--- src/rtl/pipe_pkg.sv ---
// Shared definitions for the elastic inter-stage pipeline register.
// State encoding, NOP payload and perf counter width.
package pipe_pkg;

  typedef enum logic [1:0] {
    ST_EMPTY = 2'd0,
    ST_ONE   = 2'd1,
    ST_TWO   = 2'd2
  } state_e;

  // sll $0,$0,0
  localparam logic [31:0] INSTR_NOP = 32'h0000_0000;

  localparam int PERF_W = 16;

endpackage

--- src/rtl/pipe_sat_counter.sv ---
// Saturating up-counter with synchronous clear; updates on the falling edge
// to match the pipeline stage it instruments.
module pipe_sat_counter #(
  parameter int W = 16
) (
  input  logic         clk_i,
  input  logic         clr_i,
  input  logic         inc_i,
  output logic [W-1:0] cnt_o
);

  logic [W-1:0] cnt_q, cnt_d;

  always_comb begin
    cnt_d = cnt_q;
    if (inc_i && (cnt_q != '1)) cnt_d = cnt_q + 1'b1;
  end

  always_ff @(negedge clk_i) begin
    if (clr_i) cnt_q <= '0;
    else       cnt_q <= cnt_d;
  end

  assign cnt_o = cnt_q;

endmodule

--- src/rtl/pipe_stage_reg.sv ---
// Elastic pipeline register: main (head) + skid entry, valid/ready both sides,
// flush-to-bubble. Optional perf counters under PIPE_STAGE_PERF_EN.
module pipe_stage_reg
  import pipe_pkg::*;
#(
  parameter int               WIDTH  = 32,
  parameter int               PC_W   = 32,
  parameter logic [WIDTH-1:0] BUBBLE = WIDTH'(INSTR_NOP)
) (
  input  logic              clk,
  input  logic              rst,
  input  logic              flush,
  input  logic              in_valid,
  output logic              in_ready,
  input  logic [WIDTH-1:0]  in_data,
  input  logic [PC_W-1:0]   in_pc,
  output logic              out_valid,
  input  logic              out_ready,
  output logic [WIDTH-1:0]  out_data,
  output logic [PC_W-1:0]   out_pc,
  output logic [1:0]        occupancy
`ifdef PIPE_STAGE_PERF_EN
  ,
  output logic [PERF_W-1:0] stall_cnt,
  output logic [PERF_W-1:0] flush_cnt
`endif
);

  state_e           state_q, state_d;
  logic [WIDTH-1:0] main_data_q, main_data_d;
  logic [PC_W-1:0]  main_pc_q, main_pc_d;
  logic [WIDTH-1:0] skid_data_q, skid_data_d;
  logic [PC_W-1:0]  skid_pc_q, skid_pc_d;
  logic             in_ready_q, out_valid_q;
  logic             fire_in, fire_out;

  assign fire_in  = in_valid & in_ready_q;
  assign fire_out = out_valid_q & out_ready;

  always_comb begin
    state_d     = state_q;
    main_data_d = main_data_q;
    main_pc_d   = main_pc_q;
    skid_data_d = skid_data_q;
    skid_pc_d   = skid_pc_q;
    if (flush) begin
      // Any word offered on this edge is dropped; skid is left as-is (never read when EMPTY).
      state_d     = ST_EMPTY;
      main_data_d = BUBBLE;
      main_pc_d   = '0;
    end else begin
      unique case (state_q)
        ST_EMPTY: begin
          if (fire_in) begin
            main_data_d = in_data;
            main_pc_d   = in_pc;
            state_d     = ST_ONE;
          end
        end
        ST_ONE: begin
          if (fire_in && fire_out) begin
            main_data_d = in_data;
            main_pc_d   = in_pc;
          end else if (fire_out) begin
            main_data_d = BUBBLE;
            main_pc_d   = '0;
            state_d     = ST_EMPTY;
          end else if (fire_in) begin
            skid_data_d = in_data;
            skid_pc_d   = in_pc;
            state_d     = ST_TWO;
          end
        end
        ST_TWO: begin
          if (fire_out) begin
            main_data_d = skid_data_q;
            main_pc_d   = skid_pc_q;
            state_d     = ST_ONE;
          end
        end
        default: begin
          state_d     = ST_EMPTY;
          main_data_d = BUBBLE;
          main_pc_d   = '0;
        end
      endcase
    end
  end

  // Handshake flags are registered from next state so no input reaches an output.
  always_ff @(negedge clk) begin
    if (rst) begin
      state_q     <= ST_EMPTY;
      main_data_q <= BUBBLE;
      main_pc_q   <= '0;
      skid_data_q <= '0;
      skid_pc_q   <= '0;
      in_ready_q  <= 1'b1;
      out_valid_q <= 1'b0;
    end else begin
      state_q     <= state_d;
      main_data_q <= main_data_d;
      main_pc_q   <= main_pc_d;
      skid_data_q <= skid_data_d;
      skid_pc_q   <= skid_pc_d;
      in_ready_q  <= (state_d != ST_TWO);
      out_valid_q <= (state_d != ST_EMPTY);
    end
  end

  assign in_ready  = in_ready_q;
  assign out_valid = out_valid_q;
  assign out_data  = main_data_q;
  assign out_pc    = main_pc_q;
  assign occupancy = state_q;

`ifdef PIPE_STAGE_PERF_EN
  logic stall_inc, flush_inc;

  assign stall_inc = out_valid_q & ~out_ready;
  assign flush_inc = flush & (state_q != ST_EMPTY);

  pipe_sat_counter #(.W(PERF_W)) u_stall_cnt (
    .clk_i (clk),
    .clr_i (rst),
    .inc_i (stall_inc),
    .cnt_o (stall_cnt)
  );

  pipe_sat_counter #(.W(PERF_W)) u_flush_cnt (
    .clk_i (clk),
    .clr_i (rst),
    .inc_i (flush_inc),
    .cnt_o (flush_cnt)
  );
`endif

endmodule

--- config.mk ---
export PLATFORM = sky130hd
export DESIGN_NAME = pipe_stage_reg
export DESIGN_NICKNAME = d
export VERILOG_FILES = /design/src/rtl/pipe_pkg.sv /design/src/rtl/pipe_sat_counter.sv /design/src/rtl/pipe_stage_reg.sv
export SDC_FILE = /design/constraint.sdc
export NUM_CORES = 1
export LEC_CHECK = 0
export BUFFER_PORTS_ARGS = -buffer_cell sky130_fd_sc_hd__buf_2
export CORE_MARGIN = 3
export CORE_UTILIZATION = 51
export CTS_BUF_LIST = sky130_fd_sc_hd__clkbuf_2 sky130_fd_sc_hd__clkbuf_4 sky130_fd_sc_hd__clkbuf_8
export CTS_CLUSTER_SIZE = 24
export DETAILED_ROUTE_END_ITERATION = 8
export GPL_TIMING_DRIVEN = 0
export PLACE_DENSITY_LB_ADDON = 0.08
export RECOVER_POWER = 50
export SYNTH_ARGS = -nofsm -noshare
export SYNTH_HDL_FRONTEND = slang
export SYNTH_SLANG_ARGS = --single-unit
--- constraint.sdc ---
create_clock -name clk -period 1.48 [get_ports clk]
set_input_delay 0.074 -clock clk [delete_from_list [all_inputs] [get_ports clk]]
set_output_delay 0.074 -clock clk [all_outputs]
set_load 0.03 [all_outputs]
==> results_dict.tcl, run 1 <==
set metrics [dict create \
    drt-met1-wl_mm 11.5 \
    synth_area_um2 6080 \
    drc 0 \
    pre_cts_slack_ns -0.942 \
    ant_nets 0 \
    r2r-start "out_valid" \
    num_rows 39 \
    crit_path_max_fanout 10 \
    cts_buffers 17 \
    synth_common_cells "dfxtp_1, nand2_1, a21oi_1" \
    power.density_nw_per_um2 1070 \
    relSlewSlack_pct 33.5 \
    dieArea_um2 13300 \
    die_x_um 115 \
    ys_top_cells_by_area "dfxtp_1, mux2i_1, nand2_1" \
    fin_skew_ns 0.107 \
    p_leak_nw 4.47 \
    antenna_cells 0 \
    clkLatencyLatePin_ns 0.58 \
    netlist_instances 749 \
    grt_max_degree 17 \
    place_hpwl_mm 13.0 \
    ys_seq_elements 132 \
    r2r_setup_slack_ns -0.74 \
    grt_overflow 0 \
    worst_pin_slew_ns 0.997 \
    r2r_end "skid_data_q[30]" \
    arrival_ns 1.84 \
    chipHeight_um 115 \
    grt_pass1_wl_mm 40.1 \
    setup-violations-final 200 \
    first_global_vias 8413 \
    power_mw 11.7 \
    multiInputGateArea_um2 4290 \
    syn_nets 818 \
    drv_slew 0 \
    ys.flop_type "dfxtp_1" \
    synth.top_cell.area_share_pct 43.5 \
    htreeDepth 4 \
    p_clk_share_pct 48.8 \
    ir_drop_uv 845 \
    wl_met3_mm 5.22 \
    rsz0062_at_grt "true" \
    internal-power_mw 7.04 \
    switching_share_pct 39.7 \
    required_ns 1.08 \
    port_buffers 136 \
    ys_warn_count 0 \
    cp-endpoint "skid_data_q[30]" \
    avgSynthCellArea_um2 8.11 \
    ys_types 26 \
    violations "negative setup slack" \
    synth_edf_count 0 \
    clkTransAtPathRegs_ns 0.07 \
    p_sw_mw 4.63 \
    setup_slack_ns -0.757 \
    antenna_found_initial 4 \
    initialDrtViolationCount 1680 \
    wl_per_cell_um 29.3 \
    fillers 291 \
    regArea_um2 2740 \
    hp-class "register to register" \
    run_status "complete, but fails checks" \
    seqPwrFrac_pct 32.2 \
    yosysSeqAreaShare_pct 43.5 \
    cts_tree "done" \
    nets 1170 \
    drive_gt1_share_pct 49.6 \
    wirelength_mm 36.8 \
    reg2reg_depth 7 \
    pwr-share-comb_pct 19.0 \
    core_area_um2 11500 \
    end_kind "register" \
    grt_usage_pct 38.4 \
    highest-signal-layer "met5" \
    cp-start-kind "input pin" \
    num_vias 9172 \
    met2_length_mm 15.9 \
    finalSetupTns_ns -67.78 \
    syn2layout_area_growth_pct 79.7 \
    critPathKind "input pin to register" \
    crit_path_start "out_ready" \
    clock_path_buffers 2 \
    ios 137 \
    gp_congestion 0.829 \
    hold_violations 0 \
    synth_top_area_cell "dfxtp_1" \
    clock_sinks 132 \
    viasPerCell 7.31 \
    synth-async-reset-ratio_pct 0 \
    dr.pass1.iters 7 \
    clockRootBuffer "clkbuf_8" \
    initial_core_util_pct 52.8 \
    maxCapViolCount 0 \
]
==> repair_timing <==
| action | 4_1_cts | 5_1_grt |
|---|---|---|
| setup buffers | 32 | 21 |
| endpoints found under the hold margin | 0 | 0 |
| pin swaps | 58 | 91 |
| gates cloned | 18 | 2 |
| gates resized for setup | 411 | 193 |
| setup endpoints to repair | 198 | 200 |
| hold buffers | 0 | 0 |
==> per-stage QoR <==
step	std cells	util [%]	hold slack [ns]	area, um^2
after global placement	1028	60.9	0.437	7010
final	1255	94.8	0.489	10900
after floorplan	749	-	0.432	6150
after CTS	1237	86.2	0.449	9930
after global routing	1255	94.8	0.493	10900
after detailed placement	1028	60.9	0.444	7010
==> power groups by stage <==
| stage | registers (mW) | clock network, mW | logic, mW |
|---|---|---|---|
| after floorplan | 3.88 | 0.543 | 0.623 |
| after global placement | 3.76 | 0.543 | 1.12 |
| after detailed placement | 3.77 | 0.543 | 1.15 |
| after CTS | 3.74 | 4.83 | 1.71 |
| after global routing | 3.75 | 5.89 | 2.25 |
| final | 3.75 | 5.70 | 2.22 |
==> layout make-up <==
| class | instances | area share (%) |
|---|---|---|
| Multi-Input combinational cell | 539 | 39.3 |
| Sequential cell | 132 | 25.1 |
| Timing Repair Buffer | 204 | 18.4 |
| Buffer | 75 | 7.23 |
| Clock inverter | 145 | 6.24 |
| Clock buffer | 17 | 2.14 |
| Tap cell | 143 | 1.64 |
==> placed cells by master, fill, tap and decap left out, drive strengths merged <==
cell	n
nor3	1
o2bb2ai	2
and2	1
inv	138
or4b	1
dfxtp	132
or3	1
clkbuf	62
o21a	2
clkinvlp	2
a21oi	68
or2	1
xnor2	1
nor2b	1
nor2	67
nand2	132
nand3	66
bufinv	5
buf	233
nand3b	1
bufbuf	1
mux2i	64
nor4b	1
o22ai	65
a22oi	64
==> worst min path at each step <==
stage                         start               to  cells past startpoint
detailed placement   skid_data_q[0]   skid_data_q[0]                      2
CTS                  skid_data_q[0]   skid_data_q[0]                      2
finish              skid_data_q[15]  skid_data_q[15]                      2
global route          skid_pc_q[31]    skid_pc_q[31]                      2
floorplan            skid_data_q[0]   skid_data_q[0]                      2
global placement      skid_pc_q[12]    skid_pc_q[12]                      2
==> registers in the layout, indices dropped and copies added (netlist names) <==
| register | cells |
|---|---|
| out_valid | 1 |
| out_data | 32 |
| skid_data_q | 32 |
| skid_pc_q | 32 |
| out_pc | 32 |
| occupancy | 2 |
| in_ready | 1 |
==> layer usage <==
metal,up-vias,track usage (%)
met5,-,0.370
met4,10,26.4
met3,456,12.5
met2,1240,65.7
met1,4069,39.6
li1,3397,-
==> logic make-up (layout without fill, tap and decap cells) <==
logic type / count (synthesis) / in the layout / share of synthesized area [%]
AOI/OAI and AO/OA: 200 / 201 / 20.8
buffers and inverters: 79 / 441 / 6.16
and+or+nand+nor: 273 / 273 / 18.9
DFF: 132 / 132 / 43.5
xor gates and xnor gates: 1 / 1 / 0.144
muxes: 64 / 64 / 10.5
==> critical path, cell delays in order <==
cell and delay [ns]:
buf_6 0.10, and2_4 0.15, buf_4 0.16, nor4b_4 0.33, buf_6 0.20, buf_6 0.18
nand2_1 0.09, a21oi_1 0.55
Note: power is estimated with default switching activity, not from simulation.
==> run 2: changes to the inputs <==
--- a/config.mk
+++ b/config.mk
@@ -5,7 +5,7 @@
 export SDC_FILE = /design/constraint.sdc
 export NUM_CORES = 1
 export LEC_CHECK = 0
-export BUFFER_PORTS_ARGS = -buffer_cell sky130_fd_sc_hd__buf_2
+export BUFFER_PORTS_ARGS = -buffer_cell sky130_fd_sc_hd__buf_4
 export CORE_MARGIN = 3
 export CORE_UTILIZATION = 51
 export CTS_BUF_LIST = sky130_fd_sc_hd__clkbuf_2 sky130_fd_sc_hd__clkbuf_4 sky130_fd_sc_hd__clkbuf_8
==> results_dict.tcl, run 2 <==
set metrics [dict create \
    ios 137 \
    gp_congestion 0.809 \
    synth-async-reset-ratio_pct 0 \
    initial_core_util_pct 52.8 \
    place_hpwl_mm 12.9 \
    htreeDepth 4 \
    clock_sinks 132 \
    syn_nets 818 \
    clock_path_buffers 2 \
    synth.top_cell.area_share_pct 43.5 \
    yosysSeqAreaShare_pct 43.5 \
    chipHeight_um 115 \
    worstEndpointType "top-level output" \
    crit_endpoint "out_data[10]" \
    synth_common_cells "dfxtp_1, nand2_1, a21oi_1" \
    run_status "stopped before the end" \
    port_buffers 136 \
    ys.flop_type "dfxtp_1" \
    synth_edf_count 0 \
    grt_max_degree 17 \
    tool.error "[ERROR GRT-0232] Routing congestion too high. Check the congestion heatmap in the GUI." \
    ys_types 26 \
    synth_area_um2 6080 \
    ys_warn_count 0 \
    avgSynthCellArea_um2 8.11 \
    num_rows 39 \
    ys_seq_elements 132 \
    ys_top_cells_by_area "dfxtp_1, mux2i_1, nand2_1" \
    netlist_instances 749 \
    die_x_um 115 \
    synth_top_area_cell "dfxtp_1" \
    cts_buffers 17 \
    clockRootBuffer "clkbuf_8" \
    grt_overflow 665 \
    grt_usage_pct 91.8 \
    pre_cts_slack_ns -0.876 \
    failing_step "global routing (5_1_grt)" \
]
run 2: cells by family after synthesis:
kind of cell           after synthesis  share of synthesized area, %
AO/OA/AOI/OAI                      200                          20.8
AND/OR/NAND/NOR                    273                          18.9
flip-flops                         132                          43.5
multiplexers                        64                          10.5
buffers and inverters               79                          6.16
XOR/XNOR                             1                         0.144
run 2: per-layer routing:
metal	track usage, %	overflow
met5	35.6	1
met4	108	243
met3	75.5	12
met2	111	399
met1	83.8	10
run 2: metrics by stage:
| stage | instance area [um^2] | instances |
|---|---|---|
| global placement | 7350 | 1028 |
| floorplan | 6150 | 749 |
| CTS | 10500 | 1263 |
| detailed placement | 7350 | 1028 |
run 2: repair_timing:
| action | in CTS |
|---|---|
| endpoints found under the setup margin | 198 |
| gates resized for setup | 391 |
| setup buffers | 54 |
| pin swaps | 67 |
| cloned | 19 |
| hold buffers | 0 |
==> run 3: changes to the inputs <==
--- a/config.mk
+++ b/config.mk
@@ -7,12 +7,10 @@
 export LEC_CHECK = 0
 export BUFFER_PORTS_ARGS = -buffer_cell sky130_fd_sc_hd__buf_4
 export CORE_MARGIN = 3
-export CORE_UTILIZATION = 51
-export CTS_BUF_LIST = sky130_fd_sc_hd__clkbuf_2 sky130_fd_sc_hd__clkbuf_4 sky130_fd_sc_hd__clkbuf_8
-export CTS_CLUSTER_SIZE = 24
+export CORE_UTILIZATION = 40
 export DETAILED_ROUTE_END_ITERATION = 8
 export GPL_TIMING_DRIVEN = 0
-export PLACE_DENSITY_LB_ADDON = 0.08
+export PLACE_DENSITY_LB_ADDON = 0.15
 export RECOVER_POWER = 50
 export SYNTH_ARGS = -nofsm -noshare
 export SYNTH_HDL_FRONTEND = slang
==> constraint.sdc (replaced) <==
create_clock -name clk -period 1.9 [get_ports clk]
set_input_delay 0.095 -clock clk [delete_from_list [all_inputs] [get_ports clk]]
set_output_delay 0.095 -clock clk [all_outputs]
set_load 0.03 [all_outputs]
==> results_dict.tcl, run 3 (synthesized netlist as in run 1, its figures left out) <==
set metrics [dict create \
    htreeDepth 4 \
    maxCapViolCount 0 \
    fin_skew_ns 0.0247 \
    p_leak_nw 4.13 \
    relSlewSlack_pct 43.1 \
    layout_commonest_cell "inv_1" \
    core_area_um2 14700 \
    internal-power_mw 5.70 \
    p_sw_mw 2.86 \
    pwr-share-comb_pct 13.3 \
    grt_pass1_wl_mm 32.1 \
    switching_share_pct 33.4 \
    drc 0 \
    ios 137 \
    drv_slew 0 \
    initial_core_util_pct 41.3 \
    required_ns 1.25 \
    setup-violations-final 170 \
    cts-hold-fix-buffers 0 \
    clockRootBuffer "clkbuf_16" \
    cp-start-kind "input pin" \
    crit_path_frequent_cell "clkbuf_16" \
    worst_pin_slew_ns 0.853 \
    nets 1135 \
    cts_tree "done" \
    power.density_nw_per_um2 860 \
    gp_congestion 0.812 \
    viasPerCell 5.49 \
    drive_gt1_share_pct 41.1 \
    initialDrtViolationCount 487 \
    placed_area_um2 7360 \
    path_delay_family "simple AND/OR/NAND/NOR gates" \
    ir_drop_uv 666 \
    rsz0062_at_grt "true" \
    critPathMaxStageDelay_ns 0.62 \
    grt_usage_pct 24.1 \
    cts_buffers 17 \
    die_x_um 129 \
    critPathKind "input pin to register" \
    path_buf_inv 3 \
    num_rows 44 \
    slowest_stage "or4b_4" \
    end_kind "register" \
    hp-class "register to register" \
    wl_per_cell_um 17.2 \
    seqPwrFrac_pct 34.1 \
    place_hpwl_mm 13.0 \
    dr.pass1.iters 4 \
    ant_nets 0 \
    port_buffers 136 \
    chipHeight_um 129 \
    worstPathCellList "buf_8, nand3b_4, or4b_4, clkbuf_16, clkbuf_16, nand2_2, a21oi_2" \
    clock_sinks 132 \
    final_cell_mix "inv_1, buf_4, buf_6, nand2_1, nor2_1" \
    grt_max_degree 17 \
    antenna_cells 0 \
    hold_violations 0 \
    violations "negative setup slack" \
    utilization_pct 67.8 \
    arrival_ns 1.39 \
    timing.hold.ws_ns 0.449 \
    regArea_um2 2730 \
    run_status "complete, but fails checks" \
    clkLatencyLatePin_ns 0.47 \
    dieArea_um2 16700 \
    num_vias 6935 \
    crit_path_max_fanout 5 \
    pre_cts_slack_ns -0.696 \
    clkTransAtPathRegs_ns 0.03 \
    wirelength_mm 21.7 \
    fin_area_um2 9960 \
    antenna_found_initial 0 \
    fillers 1233 \
    p_clk_share_pct 52.5 \
    first_global_vias 6739 \
    setup_slack_ns -0.130 \
    grt_overflow 0 \
    syn2layout_area_growth_pct 63.9 \
    multiInputGateArea_um2 3680 \
    clock_path_buffers 2 \
]
-- run 3: cell type report --
class	count	share of cell area [%]
tap	184	2.31
clock inverter	147	6.72
buffer	76	5.20
clock buffer	17	4.27
sequential	132	27.4
multi-input combinational	539	36.9
timing repair buffer	168	17.1
-- run 3: power groups by stage --
stage          registers (mW)  logic (mW)  clock network (mW)
3_3_place_gp             2.94       0.957               0.423
4_1_cts                  2.91        1.06                4.59
3_5_place_dp             2.94       0.961               0.423
6_report                 2.92        1.14                4.50
5_1_grt                  2.92        1.23                4.93
2_1_floorplan            3.02       0.473               0.423
-- run 3: worst min-delay path, delay by kind of cell, from the launching register on --
| kind | cells | cell delay, ns |
|---|---|---|
| AO/OA/AOI/OAI | 1 | 0.05 |
| AND/OR/NAND/NOR | 1 | 0.05 |
| flip-flops | 1 | 0.30 |
-- run 3: path summary, 6_finish.rpt --
path | startpoint | endpoint | slack, ns | depth (start not counted)
worst max-delay path | in_valid | skid_data_q[18] | -0.13 | 7
worst min-delay path | skid_pc_q[22] | skid_pc_q[22] | 0.45 | 2
worst max register to register | occupancy[1] | skid_data_q[18] | -0.06 | 7
worst min register to register | skid_pc_q[22] | skid_pc_q[22] | 0.45 | 2
-- run 3: through the flow --
step                      std cells  power [mW]  TNS (ns)
after CTS                      1252        8.56     -6.17
after global placement         1069        4.32    -78.61
after detailed placement       1069        4.32    -80.40
after global routing           1263        9.08    -17.15
final                          1263        8.57    -11.47
after floorplan                 749        3.92    -31.24
-- run 3: timing repair --
item | 4_1_cts | 5_1_grt
gates cloned | 1 | 8
gates resized for setup | 202 | 166
buffers inserted | 21 | 3
setup endpoints to repair | 195 | 186
pin swaps | 21 | 50
-- run 3: metal layers --
metal	track usage [%]	part of all wire (%)
met1	28.9	43
met2	38.1	48
met3	9.56	6.7
met4	11.1	2.1
met5	0	0
